--- src/rtl/switch_frame_scheduler.sv ---
// Round-robin scheduler for the shared serial switch link.
// Each frame is FRAME_BITS data slots (MSB first) followed by GAP_CYCLES
// idle slots, matching the receiver's shift-then-latch cadence. Arbitration
// happens only in the final gap slot. With no winner, the last committed
// frame is resent so the receiver's latched outputs stay put.
module switch_frame_scheduler #(
  parameter int NUM_REQ    = 4,
  parameter int FRAME_BITS = 21,
  parameter int GAP_CYCLES = 1
) (
  input  logic                          clk,
  input  logic                          rst_n,
  input  logic [NUM_REQ-1:0]            req,
  input  logic [NUM_REQ*FRAME_BITS-1:0] req_data,
  output logic [NUM_REQ-1:0]            grant,
  output logic                          serial_bit,
  output logic                          frame_start,
  output logic [$clog2(NUM_REQ)-1:0]    cur_src,
  output logic                          repeat_frame
);

  localparam int SLOTS  = FRAME_BITS + GAP_CYCLES;
  localparam int SLOT_W = $clog2(SLOTS);
  localparam int BIT_W  = (FRAME_BITS > 1) ? $clog2(FRAME_BITS) : 1;
  localparam int IDX_W  = $clog2(NUM_REQ);

  localparam logic [SLOT_W-1:0] SLOT_LAST  = SLOT_W'(SLOTS - 1);
  localparam logic [SLOT_W-1:0] SLOT_GAP0  = SLOT_W'(FRAME_BITS);
  localparam logic [BIT_W-1:0]  BIT_MSB    = BIT_W'(FRAME_BITS - 1);
  localparam logic [IDX_W:0]    NUM_REQ_X  = (IDX_W + 1)'(NUM_REQ);

  logic [SLOT_W-1:0]     slot_q,    slot_d;
  logic [FRAME_BITS-1:0] shreg_q,   shreg_d;
  logic [FRAME_BITS-1:0] last_q,    last_d;
  logic [IDX_W-1:0]      rr_ptr_q,  rr_ptr_d;
  logic [IDX_W-1:0]      cur_src_q, cur_src_d;
  logic                  repeat_q,  repeat_d;

  logic                  win_vld;
  logic [IDX_W-1:0]      win_idx;
  logic [IDX_W:0]        cand_x;
  logic [IDX_W-1:0]      cand;
  logic [IDX_W:0]        rr_next_x;
  logic [FRAME_BITS-1:0] win_word;
  logic [BIT_W-1:0]      bit_pos;

  // Round-robin search from rr_ptr upward with wrap; only live in the last gap slot.
  always_comb begin
    win_vld = 1'b0;
    win_idx = '0;
    cand_x  = '0;
    cand    = '0;
    grant   = '0;
    if (slot_q == SLOT_LAST) begin
      for (int i = 0; i < NUM_REQ; i++) begin
        cand_x = {1'b0, rr_ptr_q} + (IDX_W + 1)'(i);
        if (cand_x >= NUM_REQ_X) begin
          cand_x = cand_x - NUM_REQ_X;
        end
        cand = cand_x[IDX_W-1:0];
        if (!win_vld && req[cand]) begin
          win_vld = 1'b1;
          win_idx = cand;
        end
      end
    end
    if (win_vld) begin
      grant[win_idx] = 1'b1;
    end
  end

  assign win_word = req_data[win_idx*FRAME_BITS +: FRAME_BITS];

  // Slot counter plus frame commit at the end of the last gap slot.
  always_comb begin
    slot_d    = (slot_q == SLOT_LAST) ? '0 : slot_q + SLOT_W'(1);
    shreg_d   = shreg_q;
    last_d    = last_q;
    rr_ptr_d  = rr_ptr_q;
    cur_src_d = cur_src_q;
    repeat_d  = repeat_q;
    rr_next_x = {1'b0, win_idx} + (IDX_W + 1)'(1);
    if (rr_next_x >= NUM_REQ_X) begin
      rr_next_x = '0;
    end
    if (slot_q == SLOT_LAST) begin
      if (win_vld) begin
        shreg_d   = win_word;
        last_d    = win_word;
        cur_src_d = win_idx;
        rr_ptr_d  = rr_next_x[IDX_W-1:0];
        repeat_d  = 1'b0;
      end else begin
        // Replay keeps the receiver's latched outputs unchanged.
        shreg_d  = last_q;
        repeat_d = 1'b1;
      end
    end
  end

  // State registers; reset may land mid-frame and restarts at slot 0.
  always_ff @(posedge clk) begin
    if (!rst_n) begin
      slot_q    <= '0;
      shreg_q   <= '0;
      last_q    <= '0;
      rr_ptr_q  <= '0;
      cur_src_q <= '0;
      repeat_q  <= 1'b1;
    end else begin
      slot_q    <= slot_d;
      shreg_q   <= shreg_d;
      last_q    <= last_d;
      rr_ptr_q  <= rr_ptr_d;
      cur_src_q <= cur_src_d;
      repeat_q  <= repeat_d;
    end
  end

  // Slot k of a data phase carries bit FRAME_BITS-1-k; gap slots drive 0.
  assign bit_pos      = BIT_MSB - slot_q[BIT_W-1:0];
  assign serial_bit   = (slot_q < SLOT_GAP0) ? shreg_q[bit_pos] : 1'b0;
  assign frame_start  = (slot_q == '0);
  assign cur_src      = cur_src_q;
  assign repeat_frame = repeat_q;

endmodule

--- config.mk ---
export PLATFORM = sky130hd
export DESIGN_NAME = switch_frame_scheduler
export DESIGN_NICKNAME = d
export VERILOG_FILES = /design/src/rtl/switch_frame_scheduler.sv
export SDC_FILE = /design/constraint.sdc
export NUM_CORES = 1
export LEC_CHECK = 0
export ABC_AREA = 1
export BUFFER_PORTS_ARGS = -buffer_cell sky130_fd_sc_hd__buf_2
export CELL_PAD_IN_SITES_DETAIL_PLACEMENT = 1
export CELL_PAD_IN_SITES_GLOBAL_PLACEMENT = 2
export CORE_MARGIN = 3
export CORE_UTILIZATION = 22
export CTS_CLUSTER_DIAMETER = 50
export DETAILED_ROUTE_END_ITERATION = 7
export PLACE_DENSITY_LB_ADDON = 0.1
export RECOVER_POWER = 100
export SETUP_SLACK_MARGIN = 0.05
export SLEW_MARGIN = 20
export SYNTH_ARGS = -nofsm -noshare
export SYNTH_HDL_FRONTEND = slang
export SYNTH_SLANG_ARGS = --single-unit
--- constraint.sdc ---
create_clock -name clk -period 2.2 [get_ports clk]
set_input_delay 0.44 -clock clk [delete_from_list [all_inputs] [get_ports clk]]
set_output_delay 0.44 -clock clk [all_outputs]
set_load 0.01 [all_outputs]
==> flow_summary.yaml <==
outcome:
  status: "complete, but fails checks"
  failed_checks: "setup timing"
clock_network:
  clock_path_buffers: 2
  ctsHtreeMaxLevel: 2
  hold_buffers: 0
  clock_latency_ns: 0.27
  path_clk_slew_ns: 0.05
  cts_buffers: 5
  cts_tree: "built"
  cts_sinks: 31
  root_buffer: "clkbuf_16"
yosys:
  synth.top_cells.by_count: "135 x nand2_1, 92 x inv_1, 82 x nand3_1, 56 x nor2_1, 31 x dfxtp_1"
  syn_area_per_cell_um2: 5.54
  ys_types: 29
  synthTopCellsByArea: "dfxtp_1 23%, nand2_1 19%, nand3_1 15%"
  yosys.area.top_type_share_pct: 22.7
  ys.flop_type: "dfxtp_1"
  synthesis.area_um2: 2730
  synth_nets: 590
  synth_edf_count: 0
  ys_seq_area_share_pct: 22.7
  synth_most_common_cell: "nand2_1"
  synth_area_leader_cell: "dfxtp_1"
  netlist_instances: 493
  synth_async_sr_flop_share_pct: 0
  yosys_warnings: 0
  synth-seq-cells: 31
power:
  power_density_nw_per_um2: 443
  leakagePower_nw: 2.08
  max-vdd-ir-drop_v: 0.000355
place:
  portBuffers: 98
  dpl.hpwl_um: 7610
  dp_cells: 759
  gp_congestion: 0.815
floorplan:
  io_pins: 99
  core_um2: 12100
  std_cell_rows: 40
  dieArea_um2: 13800
  die_h_um: 117
  initial_core_util_pct: 22.6
  die_width_um: 117
setup_path:
  cp-start-kind: "register"
  critPathKind: "reg2out"
  required_ns: 1.76
  r2r-start: "rr_ptr_q[0]"
  critical_path.max_fanout: 10
  arrival_ns: 2.07
  cp-end-kind: "output pin"
  crit_start: "rr_ptr_q[0]"
drt:
  drc: 0
  via_per_inst: 4.31
  detail_route.wl_per_cell_um: 12.5
  routed_wl_um: 9650
  first_pass_iters: 4
  dr.first_iter.drc_count: 100
  routed-via-count: 3333
  detail-route-antenna-nets: 0
hold_path:
  min_from: "rst_n"
  hold_path.class: "in2reg"
grt:
  track_usage_pct: 14.1
  gr-total-overflow: 0
  antenna_found_initial: 0
  grt_max_degree: 50
  grt_pass1_wl_um: 16300
  grt_pass1_vias: 3449
cells_and_area:
  fin_util_pct: 32.2
  drive_gt1_share_pct: 32.0
  num-nets-final: 702
  num-fill-cells: 1611
  fin_cells: 774
  n_antenna_cell: 0
  area_delta_synth_final_pct: 42.4
sta:
  max_freq_mhz: 399
  hold_violations: 0
  fin_crit_sh_pct: 114
  setup_viol: 12
  finClkSkew_ns: 0.00272
  final.setup.worst_slack_ns: -0.305
  rsz0062_at_grt: "yes"
  post-route-min-period_ns: 2.51
  maxSlewViolCount: 0
  worst_pin_slew_ns: 0.588
  relSlewSlack_pct: 60.8
job:
  maxCapViolCount: 0
## flip-flops by register name, indices dropped and copies added, names as in the netlist
register / count
cur_src: 2
last_q: 21
repeat_frame: 1
rr_ptr_q: 2
slot_q: 5
## power breakdown
part	leakage (nW)	switching, W	internal, W	total [W]
combinational	1.74	0.000177	0.000155	0.000332
sequential	0.252	0.00000443	0.000566	0.000570
clock	0.0868	0.000259	0.000563	0.000822
## area by class of cell
type,count,area (um^2),share of cell area [%]
Sequential cell,31,628,16.2
Multi-Input combinational cell,340,1760,45.1
Inverter,98,382,9.81
Clock inverter,2,35.0,0.901
Clock buffer,6,139,3.57
Tap cell,168,210,5.41
Timing Repair Buffer,129,739,19.0
## final timing paths
kind                                      to  slack, ns  cells past startpoint
worst max-delay path                grant[1]      -0.31                     15
worst min register to register    cur_src[0]       0.48                      2
worst max register to register     last_q[2]      -0.06                     14
worst min-delay path            repeat_frame       0.37                      2
## layout by cell type, fill, tap and decap left out, drive strengths merged
| master | netlist | routed |
|---|---|---|
| a21oi | 24 | 24 |
| bufinv | 0 | 1 |
| nand3 | 82 | 82 |
| nand3b | 1 | 1 |
| a21o | 1 | 1 |
| a22oi | 1 | 1 |
| inv | 98 | 97 |
| o21ai | 14 | 14 |
| clkbuf | 5 | 12 |
| xor2 | 3 | 3 |
| clkinv | 0 | 1 |
| o211ai | 1 | 1 |
| dfxtp | 31 | 31 |
| a211oi | 1 | 1 |
| nand4 | 1 | 1 |
| nor4 | 1 | 1 |
| a31oi | 2 | 2 |
| buf | 19 | 123 |
| nor2 | 60 | 60 |
| nand2 | 140 | 140 |
| clkinvlp | 0 | 1 |
| nor3b | 1 | 1 |
| ha | 7 | 7 |
## stage by stage
step / cell area, um^2 / total power, W / hold slack (ns) / setup slack [ns] / TNS, ns
finish: 3890 / 0.00172 / 0.369 / -0.305 / -1.59
global route: 3890 / 0.00182 / 0.374 / -0.498 / -6.73
CTS: 3830 / 0.00175 / 0.369 / -0.329 / -1.51
detailed placement: 3500 / 0.000892 / 0.464 / -0.218 / -2.39
global placement: 3500 / 0.000887 / 0.455 / -0.162 / -1.04
floorplan: 2760 / 0.000742 / 0.488 / 0.0473 / 0
## per-layer routing
| metal | track usage, % | wire (um) | vias to the layer above |
|---|---|---|---|
| li1 | - | - | 1728 |
| met1 | 18.3 | 4510 | 1557 |
| met2 | 24.8 | 4830 | 43 |
| met3 | 2.51 | 253 | 5 |
| met4 | 2.57 | 57 | 0 |
| met5 | 0 | 0 | - |
## critical path, stage by stage, from the launching register on
cell and delay [ns]:
dfxtp_2 0.32, buf_12 0.14, inv_8 0.07, nand2_1 0.05, nand2_1 0.08, nand2_2 0.07
nand2_2 0.08, nor2_4 0.05, nand2_1 0.07, nand2_2 0.07, buf_4 0.14, o21ai_4 0.19
ha_2 0.21, inv_2 0.04, nor2_1 0.07, buf_2 0.13
## repair_timing
| item | in CTS | in global routing |
|---|---|---|
| pin swaps | 14 | 9 |
| resized for setup | 39 | 21 |
| setup endpoints to repair | 26 | 26 |
| buffers inserted | 6 | 2 |
## kinds of logic after synthesis
kind of cell / Yosys count / share of synthesized area (%)
XOR/XNOR: 3 / 0.962
buffers and inverters: 122 / 19.1
flip-flops: 31 / 22.7
AO/OA/AOI/OAI: 44 / 8.93
adder cells (fa/ha/maj): 7 / 3.21
AND/OR/NAND/NOR: 286 / 45.1
(Power assumes the default switching activity.)
